**src/rtl/tile_dispatch_scheduler.sv**
```systemverilog
// Converts per-tile routing decisions into tile-ID work items and queues them for the CNN and SNN engines.
// A full target queue can spill to the other engine; when that is not possible, the tile is dropped and counted.
module tile_dispatch_scheduler #(
    parameter int TILE_ID_WIDTH   = 11,
    parameter int TILES_PER_FRAME = 1200,
    parameter int QUEUE_DEPTH     = 8,
    parameter bit ALLOW_SPILL     = 1'b1,
    parameter int DEPTH_WIDTH     = 4
) (
    input  logic                     iClk,
    input  logic                     iRst,
    input  logic                     iFrameStart,
    input  logic                     iRouteToCnn,
    input  logic                     iDecisionValid,
    output logic [TILE_ID_WIDTH-1:0] oCnnTileId,
    output logic                     oCnnValid,
    input  logic                     iCnnReady,
    output logic [TILE_ID_WIDTH-1:0] oSnnTileId,
    output logic                     oSnnValid,
    input  logic                     iSnnReady,
    output logic [DEPTH_WIDTH-1:0]   oCnnDepth,
    output logic [DEPTH_WIDTH-1:0]   oSnnDepth,
    output logic                     oSpill,
    output logic                     oDrop,
    output logic [15:0]              oDropCount
);

    localparam int PTR_W = $clog2(QUEUE_DEPTH);

    logic [TILE_ID_WIDTH-1:0] tile_idx;
    logic [TILE_ID_WIDTH-1:0] dec_id;
    logic [TILE_ID_WIDTH-1:0] next_idx;

    logic [TILE_ID_WIDTH-1:0] cnn_mem [QUEUE_DEPTH];
    logic [TILE_ID_WIDTH-1:0] snn_mem [QUEUE_DEPTH];
    logic [PTR_W-1:0]         cnn_rd_ptr, cnn_wr_ptr, snn_rd_ptr, snn_wr_ptr;
    logic [DEPTH_WIDTH-1:0]   cnn_count, snn_count;

    logic cnn_full, snn_full, cnn_pop, snn_pop;
    logic push_cnn, push_snn, spill, drop;
    logic target_full, other_full;

    assign cnn_full = (cnn_count == DEPTH_WIDTH'(QUEUE_DEPTH));
    assign snn_full = (snn_count == DEPTH_WIDTH'(QUEUE_DEPTH));
    assign cnn_pop  = (cnn_count != '0) && iCnnReady;
    assign snn_pop  = (snn_count != '0) && iSnnReady;

    // A frame start coinciding with a decision hands that decision index 0.
    assign dec_id   = iFrameStart ? '0 : tile_idx;
    assign next_idx = (dec_id == TILE_ID_WIDTH'(TILES_PER_FRAME - 1)) ? '0 : dec_id + TILE_ID_WIDTH'(1);

    assign target_full = iRouteToCnn ? cnn_full : snn_full;
    assign other_full  = iRouteToCnn ? snn_full : cnn_full;

    always_comb begin
        push_cnn = 1'b0;
        push_snn = 1'b0;
        spill    = 1'b0;
        drop     = 1'b0;
        if (iDecisionValid) begin
            if (!target_full) begin
                push_cnn = iRouteToCnn;
                push_snn = !iRouteToCnn;
            end else if (ALLOW_SPILL && !other_full) begin
                push_cnn = !iRouteToCnn;
                push_snn = iRouteToCnn;
                spill    = 1'b1;
            end else begin
                drop = 1'b1;
            end
        end
    end

    // Storage is deliberately not reset so it can map to distributed RAM.
    always_ff @(posedge iClk) begin
        if (iRst && push_cnn) cnn_mem[cnn_wr_ptr] <= dec_id;
        if (iRst && push_snn) snn_mem[snn_wr_ptr] <= dec_id;
    end

    always_ff @(posedge iClk) begin
        if (!iRst) begin
            tile_idx   <= '0;
            cnn_rd_ptr <= '0;
            cnn_wr_ptr <= '0;
            snn_rd_ptr <= '0;
            snn_wr_ptr <= '0;
            cnn_count  <= '0;
            snn_count  <= '0;
            oSpill     <= 1'b0;
            oDrop      <= 1'b0;
            oDropCount <= '0;
        end else begin
            if (iDecisionValid)   tile_idx <= next_idx;
            else if (iFrameStart) tile_idx <= '0;

            if (push_cnn) cnn_wr_ptr <= cnn_wr_ptr + PTR_W'(1);
            if (cnn_pop)  cnn_rd_ptr <= cnn_rd_ptr + PTR_W'(1);
            if (push_cnn && !cnn_pop)      cnn_count <= cnn_count + DEPTH_WIDTH'(1);
            else if (!push_cnn && cnn_pop) cnn_count <= cnn_count - DEPTH_WIDTH'(1);

            if (push_snn) snn_wr_ptr <= snn_wr_ptr + PTR_W'(1);
            if (snn_pop)  snn_rd_ptr <= snn_rd_ptr + PTR_W'(1);
            if (push_snn && !snn_pop)      snn_count <= snn_count + DEPTH_WIDTH'(1);
            else if (!push_snn && snn_pop) snn_count <= snn_count - DEPTH_WIDTH'(1);

            oSpill <= spill;
            oDrop  <= drop;
            if (drop && oDropCount != 16'hFFFF) oDropCount <= oDropCount + 16'd1;
        end
    end

    assign oCnnValid  = (cnn_count != '0);
    assign oSnnValid  = (snn_count != '0);
    assign oCnnTileId = oCnnValid ? cnn_mem[cnn_rd_ptr] : '0;
    assign oSnnTileId = oSnnValid ? snn_mem[snn_rd_ptr] : '0;
    assign oCnnDepth  = cnn_count;
    assign oSnnDepth  = snn_count;

endmodule

```
**config.mk**
```make
export PLATFORM = sky130hd
export DESIGN_NAME = tile_dispatch_scheduler
export DESIGN_NICKNAME = d
export VERILOG_FILES = /design/src/rtl/tile_dispatch_scheduler.sv
export SDC_FILE = /design/constraint.sdc
export NUM_CORES = 1
export LEC_CHECK = 0
export CORE_UTILIZATION = 40
export DETAILED_ROUTE_END_ITERATION = 10
export PLACE_DENSITY = 0.6
export RECOVER_POWER = 25
export REMOVE_ABC_BUFFERS = 1
export SLEW_MARGIN = 20
export SYNTH_ARGS = -nofsm -noshare
export SYNTH_HDL_FRONTEND = slang
export SYNTH_SLANG_ARGS = --single-unit
```
**constraint.sdc**
```tcl
create_clock -name iClk -period 2.9 [get_ports iClk]
set_clock_uncertainty 0.2 [all_clocks]
set_input_delay 0.58 -clock iClk [delete_from_list [all_inputs] [get_ports iClk]]
set_output_delay 0.58 -clock iClk [all_outputs]
set_load 0.1 [all_outputs]
```
==> metrics <==
peak supply drop=0.508 mV; Worst Hold End=cnn_rd_ptr[1]$_SDFFE_PN0P_; via count=5550; highest metal used=met4; Worst-Margin Slew=851 ps; Final Cycle Share=0.981; Sink Count=231; Max Freq=between 300 and 400 MHz; total congestion overflow=0; CP endpoint kind=primary output; status=finished clean; Synth-to-Final Area Change=26.6%; Slew Viols, Final=0; # rows=55; WP data required=2120 ps; # IOs=57; first-pass GRT wire length=~31 mm; hold depth=2; Final ANT Viol Nets=0; r2r endpoint=oSnnDepth[3]$_SDFFE_PN0P_; Post-Route WL=19.3 mm; syn avg cell area=15.6 sq um; Slew headroom=0.433; R2R Setup Slk=130 ps; post-synth top area share=0.561; CP Class=reg2out; Clock Path Buffers=3; register bit total from synthesis=231; clk root buf=clkbuf_16; critical path arrival=2070 ps; vias per cell=5.22; Synth warnings=0; Cell Pwr Density=942 nW/um^2; Netlist Area Pre-Place=9420 sq um; main flop type after synthesis=edfxtp_1; CTS tree=yes; Reg2Reg Depth=10; die width=~160 um; top post-synthesis cells by area=edfxtp_1, dfxtp_1, mux4_2; reg-to-reg startpoint=oCnnDepth[0]$_SDFFE_PN0P_; largest area contributor in the netlist=edfxtp_1; vias in the first global route=5699; Post-Layout Cell Count=1063; gr usage total=0.165; routed length per placed instance=18.1 um; Leakage=0.00410 uW; post-DP HPWL=12.3 mm; met2 WL post-DR=9.75 mm; most frequent cells in the layout=edfxtp_1, buf_4, nor2_1, dfxtp_1, mux4_2; number of diodes=0; Tmin final=between 2000 and 3000 ps; clock transition at the registers of the reported paths=60 ps; first-pass detailed-route iteration total=4; largest net degree at the start of global routing=33; routability cong.=between 0.8 and 0.9; placed cell count=slightly above 1000; initial core utilization=0.412; Max FO, Critical Path=6; Met1 Wirelength=between 8 and 9 mm; RSZ-0062 raised after global routing=true; Critical Path Source Type=flip-flop; Initial DRC Count=443; ys async rst share=0; Hold Startpoint=cnn_rd_ptr[1]$_SDFFE_PN0P_; initial antenna violation count=0; layout cell share with drive strength beyond 1=0.281; unique cell type count in the Yosys netlist=between 40 and 50; Max Cap Viol=0; EDFF count, synth=roughly 180; count of input and output buffers=56; clock buffer count from CTS=24; Core ar.=22800 sq um; hold buffer count at CTS=0; H-tree levels=1; Seq/Total Area, Yosys=0.678; setup violators final=0; wire length on met3=984 um; cell count after synthesis=about 610; final hold vios=0; commonest non-fill, non-tap cell in the layout=edfxtp_1; DIE HEIGHT=155 um; DRC=0; NumNets Final=between 700 and 800; worst min-delay path class=reg2reg; Placement Cell Area=11000 sq um; fin area=11900 sq um; latest clock arrival within the worst-skew pair=about 500 ps; total die area=24200 sq um
[per-layer routing]
layer  track usage  vias up
li1              -     2601
met2         0.288      139
met3        0.0259       19
met1         0.220     2791
met4        0.0327        0
met5             0        -
[sequential cells by signal, summed over array words and instances (netlist names), 4 cells and up, named ones only]
| name | count |
|---|---|
| tile_idx | 11 |
| oDropCount | 16 |
| snn_mem | 88 |
| cnn_mem | 88 |
| oCnnDepth | 4 |
| oSnnDepth | 4 |
[cell type report]
cell class              count  area [sq um]
clock buffers              34           689
clock inverters            10          73.8
fillers                  1940         10900
inverters                  10          37.5
multi-input cells         339          2970
flip-flops and latches    231          6390
well taps                 313           392
repair buffers            126          1380
[through the flow]
step                setup slack, ps  utilization  hold WS [ps]  TNS (ps)  power (uW)
floorplan                     -1570            -           254   -112370        6680
detailed placement             -214        0.482           293      -707        8190
global placement               -148        0.482           268      -285        8130
global route                  -11.8        0.522           326     -30.5       11700
CTS                           -52.0        0.518           303      -301       11200
finish                         54.9        0.522           292         0       11200
[synthesized netlist by cell type (4+ instances only)]
master / number
mux4_2: 44
nor2_1: 64
nor3_1: 12
xnor2_1: 5
nand2_1: 25
clkbuf_1: 16
mux2i_1: 34
or4_1: 11
xor2_1: 13
ha_1: 12
edfxtp_1: 176
nand4_1: 9
nand2b_1: 9
nand3_1: 20
buf_1: 6
inv_1: 10
a21oi_1: 22
dfxtp_1: 55
nor2b_1: 10
o31ai_1: 9
nor4_1: 6
o21ai_0: 4
or3_1: 6
[cell families after synthesis]
| group | count (synthesis) | share of synthesized area |
|---|---|---|
| fa+ha+maj | 14 | 0.0202 |
| simple gates | 184 | 0.0993 |
| buf+inv | 35 | 0.0150 |
| xor+xnor | 18 | 0.0167 |
| flops | 231 | 0.678 |
| compound gates | 45 | 0.0297 |
| mux | 78 | 0.141 |
[power breakdown]
part / switching [uW] / internal (uW) / leakage (uW)
clock network: 1180 / 1740 / 0.000377
logic: 2770 / 1770 / 0.00167
registers: 107 / 3670 / 0.00205
total: 4060 / 7170 / 0.00410
[how the worst max path moves through the flow]
| stage | startpoint | to | slack, ps | cells past startpoint |
|---|---|---|---|---|
| global route | oSnnDepth[0]$_SDFFE_PN0P_ | oCnnDepth[2]$_SDFFE_PN0P_ | -10 | 11 |
| detailed placement | iRouteToCnn | oCnnDepth[3]$_SDFFE_PN0P_ | -210 | 10 |
| floorplan | oCnnDepth[0]$_SDFFE_PN0P_ | oCnnDepth[3]$_SDFFE_PN0P_ | -1570 | 10 |
| CTS | flip-flop | oSnnTileId[10] | -50 | 5 |
| global placement | iRouteToCnn | oCnnDepth[3]$_SDFFE_PN0P_ | -150 | 10 |
| finish | flip-flop | oCnnTileId[0] | 50 | 5 |
[worst max-delay path, cell delays in order, from the launching register on]
cell and delay [ps]:
dfxtp_4 410, buf_12 150, mux4_2 480, mux2i_1 230, nor2_1 110, buf_12 180
[timing repair]
item	CTS	global route
buffers inserted	0	0
gates cloned	2	2
resized for setup	4	13
endpoints found under the setup margin	4	20
pin swaps	0	1
Power figures use the tool's default switching activity.
